==> src/rtl/decode_stage_hz_if.sv <==
// ---------------------------------------------------------------------------
// decode_stage_hz_if
// Bundles the decode-stage signals: the IF/ID inputs, writeback and memory
// stage feedback, execute destination, and the ID/EX register outputs.
//   slave  : view used by decode_stage_hz (feedback in, ID/EX + hazards out)
//   master : view used by whatever drives the stage (pipeline or bench)
// ---------------------------------------------------------------------------
interface decode_stage_hz_if #(
    parameter int XLEN = 32,
    parameter int NREG = 32,
    parameter int CNTW = 16
);
    localparam int RB = $clog2(NREG);

    // inputs to decode
    logic            clr;
    logic [31:0]     instrD;
    logic [XLEN-1:0] pcplus4D;
    logic            regwriteW;
    logic [RB-1:0]   writeregW;
    logic [XLEN-1:0] resultW;
    logic            regwriteM;
    logic            memtoregM;
    logic [RB-1:0]   writeregM;
    logic [XLEN-1:0] aluoutM;
    logic [RB-1:0]   writeregE;

    // outputs from decode
    logic            stallF;
    logic            stallD;
    logic            pcsrcD;
    logic            jumpD;
    logic [XLEN-1:0] pcbranchD;
    logic [XLEN-1:0] pcjumpD;
    logic            validE;
    logic            regwriteE;
    logic            memtoregE;
    logic            memwriteE;
    logic            alusrcE;
    logic            regdstE;
    logic [2:0]      alucontrolE;
    logic [XLEN-1:0] rd1E;
    logic [XLEN-1:0] rd2E;
    logic [XLEN-1:0] signimmE;
    logic [RB-1:0]   rsE;
    logic [RB-1:0]   rtE;
    logic [RB-1:0]   rdE;
    logic [CNTW-1:0] stallcount;

    modport slave (
        input  clr, instrD, pcplus4D, regwriteW, writeregW, resultW,
               regwriteM, memtoregM, writeregM, aluoutM, writeregE,
        output stallF, stallD, pcsrcD, jumpD, pcbranchD, pcjumpD,
               validE, regwriteE, memtoregE, memwriteE, alusrcE, regdstE,
               alucontrolE, rd1E, rd2E, signimmE, rsE, rtE, rdE, stallcount
    );

    modport master (
        output clr, instrD, pcplus4D, regwriteW, writeregW, resultW,
               regwriteM, memtoregM, writeregM, aluoutM, writeregE,
        input  stallF, stallD, pcsrcD, jumpD, pcbranchD, pcjumpD,
               validE, regwriteE, memtoregE, memwriteE, alusrcE, regdstE,
               alucontrolE, rd1E, rd2E, signimmE, rsE, rtE, rdE, stallcount
    );
endinterface

==> src/rtl/decode_stage_hz.sv <==
// ---------------------------------------------------------------------------
// decode_stage_hz
// Decode stage of the 5-stage MIPS-subset pipeline: register file with
// writeback bypass, main control decode, beq/bne resolution with operand
// forwarding from M, branch/jump targets, load-use and branch-dependency
// stall detection, the ID/EX register (with valid bit) and a saturating
// stall-cycle counter.
// Ports:
//   clk   : clock, all state on the rising edge
//   rstn  : asynchronous active-low reset
//   bus   : decode_stage_hz_if.slave (all datapath/control signals)
// ---------------------------------------------------------------------------
module decode_stage_hz #(
    parameter int XLEN = 32,
    parameter int NREG = 32,
    parameter int CNTW = 16
) (
    input  logic            clk,
    input  logic            rstn,
    decode_stage_hz_if.slave bus
);
    localparam int RB = $clog2(NREG);

    typedef struct packed {
        logic       regwrite;
        logic       memtoreg;
        logic       memwrite;
        logic       alusrc;
        logic       regdst;
        logic [2:0] alucontrol;
    } ctrl_t;

    typedef struct packed {
        ctrl_t           ctrl;
        logic [XLEN-1:0] rd1;
        logic [XLEN-1:0] rd2;
        logic [XLEN-1:0] imm;
        logic [RB-1:0]   rs;
        logic [RB-1:0]   rt;
        logic [RB-1:0]   rd;
    } idex_t;

    // ---------------- field extraction ----------------
    logic [5:0]      w_op;
    logic [5:0]      w_funct;
    logic [RB-1:0]   w_rsD;
    logic [RB-1:0]   w_rtD;
    logic [RB-1:0]   w_rdD;
    logic [XLEN-1:0] w_signimm;

    assign w_op      = bus.instrD[31:26];
    assign w_funct   = bus.instrD[5:0];
    // size casts zero-extend or truncate the 5-bit fields to RB bits
    assign w_rsD     = RB'(bus.instrD[25:21]);
    assign w_rtD     = RB'(bus.instrD[20:16]);
    assign w_rdD     = RB'(bus.instrD[15:11]);
    assign w_signimm = {{(XLEN-16){bus.instrD[15]}}, bus.instrD[15:0]};

    // ---------------- main decoder ----------------
    ctrl_t w_ctrl;
    logic  w_branch;
    logic  w_isbne;
    logic  w_jump;

    always_comb begin
        w_ctrl   = '0;
        w_branch = 1'b0;
        w_isbne  = 1'b0;
        w_jump   = 1'b0;
        case (w_op)
            6'b000000: begin
                w_ctrl.regwrite = 1'b1;
                w_ctrl.regdst   = 1'b1;
                case (w_funct)
                    6'b100000: w_ctrl.alucontrol = 3'b010;
                    6'b100010: w_ctrl.alucontrol = 3'b110;
                    6'b100100: w_ctrl.alucontrol = 3'b000;
                    6'b100101: w_ctrl.alucontrol = 3'b001;
                    6'b101010: w_ctrl.alucontrol = 3'b111;
                    default:   w_ctrl = '0;   // unknown funct is a NOP
                endcase
            end
            6'b100011: begin   // lw
                w_ctrl.regwrite   = 1'b1;
                w_ctrl.memtoreg   = 1'b1;
                w_ctrl.alusrc     = 1'b1;
                w_ctrl.alucontrol = 3'b010;
            end
            6'b101011: begin   // sw
                w_ctrl.memwrite   = 1'b1;
                w_ctrl.alusrc     = 1'b1;
                w_ctrl.alucontrol = 3'b010;
            end
            6'b000100: begin   // beq
                w_branch          = 1'b1;
                w_ctrl.alucontrol = 3'b110;
            end
            6'b000101: begin   // bne
                w_branch          = 1'b1;
                w_isbne           = 1'b1;
                w_ctrl.alucontrol = 3'b110;
            end
            6'b001000: begin   // addi
                w_ctrl.regwrite   = 1'b1;
                w_ctrl.alusrc     = 1'b1;
                w_ctrl.alucontrol = 3'b010;
            end
            6'b000010: w_jump = 1'b1;
            default:   ;
        endcase
    end

    // ---------------- register file ----------------
    logic [XLEN-1:0]           r_rf [NREG];
    logic [1:0][RB-1:0]        w_raddr;
    logic [1:0][XLEN-1:0]      w_rdata;

    assign w_raddr[0] = w_rsD;
    assign w_raddr[1] = w_rtD;

    // write-through: a same-cycle writeback to the read register wins
    for (genvar p = 0; p < 2; p++) begin : g_rd
        assign w_rdata[p] = (w_raddr[p] == '0) ? '0 :
                            (bus.regwriteW && bus.writeregW == w_raddr[p]) ? bus.resultW :
                            r_rf[w_raddr[p]];
    end

    always_ff @(posedge clk or negedge rstn) begin
        if (!rstn) begin
            for (int i = 0; i < NREG; i++) r_rf[i] <= '0;
        end else if (bus.regwriteW && bus.writeregW != '0) begin
            r_rf[bus.writeregW] <= bus.resultW;
        end
    end

    // ---------------- ID/EX state ----------------
    idex_t           r_ex;
    logic            r_valid;
    logic [CNTW-1:0] r_cnt;

    // ---------------- hazards ----------------
    logic w_memtoregE_int;
    logic w_lwstall;
    logic w_dep_e;
    logic w_dep_m;
    logic w_branchstall;
    logic w_stall;

    assign w_memtoregE_int = r_ex.ctrl.memtoreg & r_valid;
    assign w_lwstall       = w_memtoregE_int && (r_ex.rt == w_rsD || r_ex.rt == w_rtD);
    // branch needs its operands in D: an ALU result still in E, or a load in M,
    // is not yet forwardable
    assign w_dep_e = r_ex.ctrl.regwrite && r_valid && bus.writeregE != '0 &&
                     (bus.writeregE == w_rsD || bus.writeregE == w_rtD);
    assign w_dep_m = bus.memtoregM && bus.writeregM != '0 &&
                     (bus.writeregM == w_rsD || bus.writeregM == w_rtD);
    assign w_branchstall = w_branch && (w_dep_e || w_dep_m);
    assign w_stall       = w_lwstall || w_branchstall;

    // ---------------- branch resolution and targets ----------------
    logic [XLEN-1:0] w_opA;
    logic [XLEN-1:0] w_opB;
    logic            w_eq;

    assign w_opA = (w_rsD != '0 && w_rsD == bus.writeregM && bus.regwriteM) ? bus.aluoutM : w_rdata[0];
    assign w_opB = (w_rtD != '0 && w_rtD == bus.writeregM && bus.regwriteM) ? bus.aluoutM : w_rdata[1];
    assign w_eq  = (w_opA == w_opB);

    assign bus.stallF    = w_stall;
    assign bus.stallD    = w_stall;
    assign bus.pcsrcD    = w_branch && !w_stall && (w_isbne ? !w_eq : w_eq);
    assign bus.jumpD     = w_jump;
    assign bus.pcbranchD = bus.pcplus4D + {w_signimm[XLEN-3:0], 2'b00};
    assign bus.pcjumpD   = {bus.pcplus4D[XLEN-1:28], bus.instrD[25:0], 2'b00};

    // ---------------- ID/EX register ----------------
    always_ff @(posedge clk or negedge rstn) begin
        if (!rstn) begin
            r_ex    <= '0;
            r_valid <= 1'b0;
        end else if (bus.clr || w_stall) begin
            // bubble: clearing memtoreg here is what ends a load-use stall
            r_ex    <= '0;
            r_valid <= 1'b0;
        end else begin
            r_ex.ctrl <= w_ctrl;
            r_ex.rd1  <= w_rdata[0];
            r_ex.rd2  <= w_rdata[1];
            r_ex.imm  <= w_signimm;
            r_ex.rs   <= w_rsD;
            r_ex.rt   <= w_rtD;
            r_ex.rd   <= w_rdD;
            r_valid   <= 1'b1;
        end
    end

    // ---------------- stall counter ----------------
    always_ff @(posedge clk or negedge rstn) begin
        if (!rstn) begin
            r_cnt <= '0;
        end else if (w_stall && r_cnt != '1) begin
            r_cnt <= r_cnt + 1'b1;
        end
    end

    assign bus.validE      = r_valid;
    assign bus.regwriteE   = r_ex.ctrl.regwrite;
    assign bus.memtoregE   = r_ex.ctrl.memtoreg;
    assign bus.memwriteE   = r_ex.ctrl.memwrite;
    assign bus.alusrcE     = r_ex.ctrl.alusrc;
    assign bus.regdstE     = r_ex.ctrl.regdst;
    assign bus.alucontrolE = r_ex.ctrl.alucontrol;
    assign bus.rd1E        = r_ex.rd1;
    assign bus.rd2E        = r_ex.rd2;
    assign bus.signimmE    = r_ex.imm;
    assign bus.rsE         = r_ex.rs;
    assign bus.rtE         = r_ex.rt;
    assign bus.rdE         = r_ex.rd;
    assign bus.stallcount  = r_cnt;

endmodule

==> src/flat_wrapper.sv <==
// flat-port wrapper written by rule: the top's interface ports become plain ports
module decode_stage_hz_flat 
#(
    parameter int XLEN = 32,
    parameter int NREG = 32,
    parameter int CNTW = 16
)
  (clk, rstn, bus_clr, bus_instrD, bus_pcplus4D, bus_regwriteW, bus_writeregW, bus_resultW, bus_regwriteM, bus_memtoregM, bus_writeregM, bus_aluoutM, bus_writeregE, bus_stallF, bus_stallD, bus_pcsrcD, bus_jumpD, bus_pcbranchD, bus_pcjumpD, bus_validE, bus_regwriteE, bus_memtoregE, bus_memwriteE, bus_alusrcE, bus_regdstE, bus_alucontrolE, bus_rd1E, bus_rd2E, bus_signimmE, bus_rsE, bus_rtE, bus_rdE, bus_stallcount);
  decode_stage_hz_if #(.XLEN(XLEN), .NREG(NREG), .CNTW(CNTW)) bus_i ();
  input  logic clk;
  input  logic rstn;
  input wire logic [$bits(bus_i.clr)-1:0] bus_clr;
  input wire logic [$bits(bus_i.instrD)-1:0] bus_instrD;
  input wire logic [$bits(bus_i.pcplus4D)-1:0] bus_pcplus4D;
  input wire logic [$bits(bus_i.regwriteW)-1:0] bus_regwriteW;
  input wire logic [$bits(bus_i.writeregW)-1:0] bus_writeregW;
  input wire logic [$bits(bus_i.resultW)-1:0] bus_resultW;
  input wire logic [$bits(bus_i.regwriteM)-1:0] bus_regwriteM;
  input wire logic [$bits(bus_i.memtoregM)-1:0] bus_memtoregM;
  input wire logic [$bits(bus_i.writeregM)-1:0] bus_writeregM;
  input wire logic [$bits(bus_i.aluoutM)-1:0] bus_aluoutM;
  input wire logic [$bits(bus_i.writeregE)-1:0] bus_writeregE;
  output wire logic [$bits(bus_i.stallF)-1:0] bus_stallF;
  output wire logic [$bits(bus_i.stallD)-1:0] bus_stallD;
  output wire logic [$bits(bus_i.pcsrcD)-1:0] bus_pcsrcD;
  output wire logic [$bits(bus_i.jumpD)-1:0] bus_jumpD;
  output wire logic [$bits(bus_i.pcbranchD)-1:0] bus_pcbranchD;
  output wire logic [$bits(bus_i.pcjumpD)-1:0] bus_pcjumpD;
  output wire logic [$bits(bus_i.validE)-1:0] bus_validE;
  output wire logic [$bits(bus_i.regwriteE)-1:0] bus_regwriteE;
  output wire logic [$bits(bus_i.memtoregE)-1:0] bus_memtoregE;
  output wire logic [$bits(bus_i.memwriteE)-1:0] bus_memwriteE;
  output wire logic [$bits(bus_i.alusrcE)-1:0] bus_alusrcE;
  output wire logic [$bits(bus_i.regdstE)-1:0] bus_regdstE;
  output wire logic [$bits(bus_i.alucontrolE)-1:0] bus_alucontrolE;
  output wire logic [$bits(bus_i.rd1E)-1:0] bus_rd1E;
  output wire logic [$bits(bus_i.rd2E)-1:0] bus_rd2E;
  output wire logic [$bits(bus_i.signimmE)-1:0] bus_signimmE;
  output wire logic [$bits(bus_i.rsE)-1:0] bus_rsE;
  output wire logic [$bits(bus_i.rtE)-1:0] bus_rtE;
  output wire logic [$bits(bus_i.rdE)-1:0] bus_rdE;
  output wire logic [$bits(bus_i.stallcount)-1:0] bus_stallcount;
  assign bus_i.clr = bus_clr;
  assign bus_i.instrD = bus_instrD;
  assign bus_i.pcplus4D = bus_pcplus4D;
  assign bus_i.regwriteW = bus_regwriteW;
  assign bus_i.writeregW = bus_writeregW;
  assign bus_i.resultW = bus_resultW;
  assign bus_i.regwriteM = bus_regwriteM;
  assign bus_i.memtoregM = bus_memtoregM;
  assign bus_i.writeregM = bus_writeregM;
  assign bus_i.aluoutM = bus_aluoutM;
  assign bus_i.writeregE = bus_writeregE;
  assign bus_stallF = bus_i.stallF;
  assign bus_stallD = bus_i.stallD;
  assign bus_pcsrcD = bus_i.pcsrcD;
  assign bus_jumpD = bus_i.jumpD;
  assign bus_pcbranchD = bus_i.pcbranchD;
  assign bus_pcjumpD = bus_i.pcjumpD;
  assign bus_validE = bus_i.validE;
  assign bus_regwriteE = bus_i.regwriteE;
  assign bus_memtoregE = bus_i.memtoregE;
  assign bus_memwriteE = bus_i.memwriteE;
  assign bus_alusrcE = bus_i.alusrcE;
  assign bus_regdstE = bus_i.regdstE;
  assign bus_alucontrolE = bus_i.alucontrolE;
  assign bus_rd1E = bus_i.rd1E;
  assign bus_rd2E = bus_i.rd2E;
  assign bus_signimmE = bus_i.signimmE;
  assign bus_rsE = bus_i.rsE;
  assign bus_rtE = bus_i.rtE;
  assign bus_rdE = bus_i.rdE;
  assign bus_stallcount = bus_i.stallcount;
  decode_stage_hz #(.XLEN(XLEN), .NREG(NREG), .CNTW(CNTW)) u_core (.clk(clk), .rstn(rstn), .bus(bus_i));
endmodule
==> config.mk <==
export PLATFORM = sky130hd
export DESIGN_NAME = decode_stage_hz_flat
export DESIGN_NICKNAME = d
export VERILOG_FILES = /design/src/rtl/decode_stage_hz_if.sv /design/src/rtl/decode_stage_hz.sv /design/src/flat_wrapper.sv
export SDC_FILE = /design/constraint.sdc
export NUM_CORES = 2
export LEC_CHECK = 0
export CORE_ASPECT_RATIO = 1.4
export CORE_UTILIZATION = 30
export DETAILED_ROUTE_END_ITERATION = 6
export GPL_TIMING_DRIVEN = 0
export MAX_ROUTING_LAYER = met4
export SYNTH_ARGS = -nofsm -noshare
export SYNTH_HDL_FRONTEND = slang
export SYNTH_SLANG_ARGS = --single-unit
==> constraint.sdc <==
create_clock -name clk -period 16.2 [get_ports clk]
set_clock_uncertainty 0.2 [all_clocks]
set_input_delay 3.24 -clock clk [delete_from_list [all_inputs] [get_ports clk]]
set_output_delay 3.24 -clock clk [all_outputs]
set_load 0.05 [all_outputs]
Word-level counts from Yosys, hierarchy flattened --
Cells that the tools add are included. Widths: inputs -> output; s select.
Storage, ports and cells: register bits 1160, latch bits 0, RAM bits 0, bits in read-only memories 0, input bits 149, output and inout port bits 204, logic and storage cells 146, memories 0
Cells by class: add/sub/neg operators 2, $mul 0, divide/modulo/power cells 0, $lt $le $gt $ge 4, eq/ne operators 23, shift operators 0, multiplexer cells 29, bitwise logic cells 4, reduce and logical (&&, ||, !) cells 38
Operators by type and width (count):
- $bwmux 1024 | 1
- $mux 32 | 11
- $bmux 32 s5 | 2
- $demux 32 s5 | 1
- $mux 119 | 1
- $eq 5x5->1 | 10
- $eq 6x6->1 const B | 7
- $add 32x32->32 | 1
- $eq 32x32->1 | 1
- $reduce_bool 5->1 | 5
- $ge 6x6->1 const B | 3
- $logic_and 1x1->1 | 18
- $not 5->6 | 3
- $add 16x1->16 const B | 1
- $ne 16x16->1 const B | 1
- $eq 6x3->1 const B | 2
- $pmux 3 s4 | 1
- $logic_not 5->1 | 2
- $pmux 3 s3 | 1
- $pmux 1 s2 | 4
- $eq 6x2->1 const B | 1
- $eq 6x4->1 const B | 1
- $logic_not 6->1 | 1
- $logic_or 1x1->1 | 6
- other kinds (8) | 15

Logic depth before layout (Yosys ltp) --
depth in word-level cells 11, depth in mapped cells 19, mapped depth without buffers 15

Worst setup path before layout --
OpenSTA, ideal clock, no wires.
path type input to output, start point in bus_instrD[22], end point out bus_pcsrcD, arrival 7073 ps, data required time 12760 ps, setup slack 5687 ps, stages 16, buffers on the path 4, path through buf_2 > buf_2 > buf_2 > clkbuf_1 > mux4_2 > a22oi_1 > a21oi_1 > o31ai_2 > nor2_1 > a21oi_1 > a21oi_1 > or4b_2 > nor4_2 > nand2_1 > nor4b_2 > mux2_1
On the way: cells in the longest elaborated chain, start to end 11, elaborated cells on any way between the ends 32, classes of those cells 6 x eq/ne; 7 x mux; 1 x bitwise; 18 x reduce/logical
RTL lines:
- start: declaration | RTL line flat_wrapper.sv:13 | input wire logic [$bits(bus_i.instrD)-1:0] bus_instrD;
- $not 5->6 (not written as such) | RTL line decode_stage_hz.sv:125 | r_rf[w_raddr[p]];
- $bmux 32 s5 | RTL line decode_stage_hz.sv:125
- $mux 32 (not written as such) (2 in a row) | RTL line decode_stage_hz.sv:125
- $mux 32 | RTL line decode_stage_hz.sv:124 | (bus.regwriteW && bus.writeregW == w_raddr[p]) ? bus.resultW :
- $mux 32 | RTL line decode_stage_hz.sv:123 | assign w_rdata[p] = (w_raddr[p] == '0) ? '0 :
- $mux 32 | RTL line decode_stage_hz.sv:165 | assign w_opA = (w_rsD != '0 && w_rsD == bus.writeregM && bus.regwriteM) ? bus.aluoutM : w_rdata[0];
- $eq 32x32->1 | RTL line decode_stage_hz.sv:167 | assign w_eq = (w_opA == w_opB);
- $logic_not 1->1 | RTL line decode_stage_hz.sv:171 | assign bus.pcsrcD = w_branch && !w_stall && (w_isbne ? !w_eq : w_eq);
- $mux 1 | RTL line decode_stage_hz.sv:171
- $logic_and 1x1->1 * | RTL line decode_stage_hz.sv:171
- end: declaration | RTL line flat_wrapper.sv:25 | output wire logic [$bits(bus_i.pcsrcD)-1:0] bus_pcsrcD;
Every way passes the cells marked *; elsewhere a longest branch is shown, timed or not. The select of a mux whose other input is x is not followed.

Worst setup path after layout --
start point in bus_instrD[20], end point out bus_pcsrcD
On the way: cells in the longest elaborated chain, start to end 11, elaborated cells on any way between the ends 32, classes of those cells 6 x eq/ne; 7 x mux; 1 x bitwise; 18 x reduce/logical
RTL lines:
- $not 5->6 (not written as such) | RTL line decode_stage_hz.sv:125
- $bmux 32 s5 | RTL line decode_stage_hz.sv:125
- $mux 32 (not written as such) (2 in a row) | RTL line decode_stage_hz.sv:125
- $mux 32 | RTL line decode_stage_hz.sv:124
- $mux 32 | RTL line decode_stage_hz.sv:123
- $mux 32 | RTL line decode_stage_hz.sv:166 | assign w_opB = (w_rtD != '0 && w_rtD == bus.writeregM && bus.regwriteM) ? bus.aluoutM : w_rdata[1];
- $eq 32x32->1 | RTL line decode_stage_hz.sv:167
- $logic_not 1->1 | RTL line decode_stage_hz.sv:171
- $mux 1 | RTL line decode_stage_hz.sv:171
- $logic_and 1x1->1 * | RTL line decode_stage_hz.sv:171
Marked as above.

==> flow_metrics.tcl <==
set metrics [dict create \
    outcome "finished, violations left" \
    violations "DRC, capacitance limit, slew limit" \
    grt_first_pass_wirelength_um 467000 \
    cp-start-kind "input port" \
    hp-start "u_core.r_rf[999]$_DFFE_PN0P_" \
    port_buffers 339 \
    grt_pass1_vias 49800 \
    core_area_um2 208000 \
    h-tree-depth 3 \
    hold_buffers 0 \
    via_count 51000 \
    ios 353 \
    tightest_slew_ns 1.73 \
    syn_avg_cell_area_um2 13.5 \
    drt_iter0_drc 7134 \
    rows 198 \
    antenna_found_initial 30 \
    fin_crit_ns 15.43 \
    max_freq_mhz 64.8 \
    yosysSeqAreaShare 0.453 \
    drt_wl_total_um 357000 \
    ys_async_sr_fraction 1.00 \
    start_util 0.302 \
    gp_congestion 1.10 \
    path_cells "clkdlybuf4s50_1 -> clkbuf_1 -> clkbuf_1 -> buf_1 -> clkbuf_1 -> nor3_1 -> nor3_1 -> o21ai_0 -> xnor2_1 -> o21a_1 -> o2111ai_1 -> nor4_2 -> nand2_1 -> nor4b_2 -> mux2_1 -> clkdlybuf4s50_1" \
    timing.setup.tns_ns 0 \
    grt_max_degree 173 \
    vias_per_cell 6.37 \
    setup_violations 0 \
    wl_per_cell_um 44.6 \
    min_to "u_core.r_rf[999]$_DFFE_PN0P_" \
    yosysUniqueCellTypes 85 \
    synth_warnings 0 \
    grt_util_met1 0.373 \
    die_h_um 544 \
    worst-setup-path-type "input port to output port" \
    finalNetCount 5346 \
    synth-edff-count 0 \
    cts_buffer_depth 3 \
    drc 1 \
    crit_path_frequent_cell "clkbuf_1" \
    p_leak_nw 31.4 \
    setup_slack_ns 0.767 \
    use_met3 0.101 \
    timing.rr.end "u_core.bus.rd2E[27]$_DFF_PN0_" \
    required_ns 12.76 \
    fin_util 0.359 \
    ctsRootBufferMaster "clkbuf_16" \
    cp_max_fo 10 \
    period_share 0.953 \
    cts.sinks 1139 \
    slew_headroom -0.155 \
    ctsResizeCount 0 \
    synthToLayoutAreaGrowth_pct 18.7 \
    synth_area_um2 62900 \
    drtPass1Iterations 7 \
    drv_cap 30 \
    critPathSlowestCell "clkbuf_1" \
    peakVddDrop_mv 0.111 \
    fillers 20300 \
    rsz0062_at_grt "false" \
    dieArea_um2 212000 \
    ys_ff_latch 1139 \
    hp-class "flip-flop to flip-flop" \
    ant_nets 0 \
    clock_latency_ns 0.84 \
    cp_slowest_stage_delay_ns 1.14 \
    cts_setup_buffers 0 \
    gr-total-overflow 0 \
    hold_viol 0 \
    cp.arrival_ns 11.99 \
    die_x_um 389 \
    cts.clk_slew.worst_paths_ns 0.06 \
    rr_startpoint "u_core.bus.rtE[3]$_DFF_PN0_" \
    synth_cells 4674 \
    use_met2 0.505 \
    dp_slack_ns 1.13 \
    place_hpwl_um 258000 \
    end_kind "output port" \
    power.density_nw_per_um2 123 \
    reg2regPathDepth 10 \
    slew_viol_final 270 \
    drive_gt1_frac 0.375 \
    grt-busiest-layer "met2" \
    min_path_cells 1 \
    rrSetupSlack_ns 10.88 \
    grtUsageTotal 0.342 \
    synth-main-ff-cell "dfrtp_1" \
    cts_tree "yes" \
    numCtsBuffers 117 \
]
-- placed cells by master, fill, tap and decap left out, types with 16 or more instances in the layout --
cell type and count:
nor2_1 166, a22oi_1 78, nor3_1 62, a21o_1 19, nand2_1 192, mux2_2 981
nand2b_1 22, dfrtp_1 1139, buf_6 22, buf_4 92, buf_1 21, nor2b_1 22
clkbuf_1 279, xor2_1 28, a211oi_1 30, a31oi_1 16, clkdlybuf4s50_1 338, mux2i_1 118
clkinv_2 17, o22ai_1 54, xnor2_1 64, ha_1 30, inv_1 28, clkbuf_2 60
buf_2 76, nand4_1 20, clkbuf_16 117, clkbuf_8 25, nand3_1 45, mux4_2 485
a22o_1 22, a221oi_1 29, and2_1 36, diode_2 39, o21ai_0 103, a21oi_1 100
and3_1 44
-- sequential cells by signal (all words and copies together) (netlist names) --
signal                  cells
u_core.bus.memtoregE        1
u_core.bus.signimmE        16
u_core.bus.regwriteE        1
u_core.bus.rd1E            32
u_core.bus.rd2E            32
u_core.bus.regdstE          1
u_core.bus.rsE              5
u_core.bus.stallcount      16
u_core.bus.validE           1
u_core.bus.alusrcE          1
u_core.r_rf              1024
u_core.bus.alucontrolE      3
u_core.bus.memwriteE        1
u_core.bus.rtE              5
-- synthesized netlist by cell type (all sizes together), types with 29 or more instances --
cell type,count,share of area
buf,204,0.021
and2,36,0.0036
nor2,170,0.010
mux2i,118,0.019
a211oi,31,0.0037
mux2,982,0.18
o22ai,54,0.0054
o21ai,104,0.0083
dfrtp,1139,0.45
a21oi,100,0.0080
mux4,490,0.18
nand3,45,0.0036
nor3,65,0.0052
xnor2,64,0.0089
ha,30,0.0060
nand2,192,0.011
clkbuf,322,0.019
and3,44,0.0044
a22oi,79,0.0095
a221oi,29,0.0040
-- layout make-up --
class	instances	area [µm²]	share of cell area
repair buffers	372	4040	0.0540
multi-input cells	2981	31900	0.426
clock buffers	159	3340	0.0446
flip-flops and latches	1139	28500	0.381
inverters	29	109	0.00146
well taps	2700	3380	0.0452
clock inverters	54	777	0.0104
diodes	39	97.6	0.00131
plain buffers	526	2620	0.0351
-- stage by stage --
step	hold slack [ns]	instance area, µm²	instances	power, mW
after floorplan	0.238	62900	4675	5.13
after global placement	0.252	69700	7714	6.07
after detailed placement	0.268	70400	7742	6.12
after CTS	0.282	74500	7955	9.07
after global routing	0.292	74700	7985	9.36
final	0.286	74700	7999	9.16
-- routing by layer --
layer  vias to the layer above  wire, µm  share of wire
met1                     26900    122000           0.34
met4                         0     39100           0.11
met2                      4065    157000           0.44
met5                         -         0              0
li1                      18800         -              -
met3                      1273     38100           0.11
-- power by group --
group	switching, mW	internal [mW]	leakage (nW)
combinational	1.31	1.11	14.8
sequential	0.392	3.35	14.7
clock	1.32	1.67	2.00
total	3.03	6.13	31.4
-- kinds of logic after synthesis --
| group | synth area share |
|---|---|
| other | 0.0000596 |
| and+or+nand+nor | 0.0539 |
| DFF | 0.453 |
| buffers and inverters | 0.0419 |
| xor gates and xnor gates | 0.0128 |
| adders and majority gates | 0.00628 |
| AOI/OAI and AO/OA | 0.0621 |
| muxes | 0.370 |
-- critical path: cells and delay by family --
family / cells / cell delay (ns)
AO/OA/AOI/OAI: 3 / 0.62
XOR/XNOR: 1 / 0.24
buffers and inverters: 6 / 5.56
multiplexers: 1 / 0.37
AND/OR/NAND/NOR: 5 / 1.91
-- how the worst max path moves through the flow --
stage | startpoint | to | slack [ns] | cells past startpoint
2_1_floorplan | bus_instrD[22] | bus_pcsrcD | 5.69 | 16
3_3_place_gp | rstn | u_core.bus.rd2E[22]$_DFF_PN0_ | -41.77 | 1
3_5_place_dp | bus_instrD[20] | bus_pcsrcD | 1.13 | 16
4_1_cts | bus_instrD[20] | bus_pcsrcD | 1.12 | 16
5_1_grt | bus_instrD[18] | bus_pcsrcD | 0.84 | 17
6_report | bus_instrD[20] | bus_pcsrcD | 0.77 | 16
No activity file was read; power rests on OpenSTA's default activity.
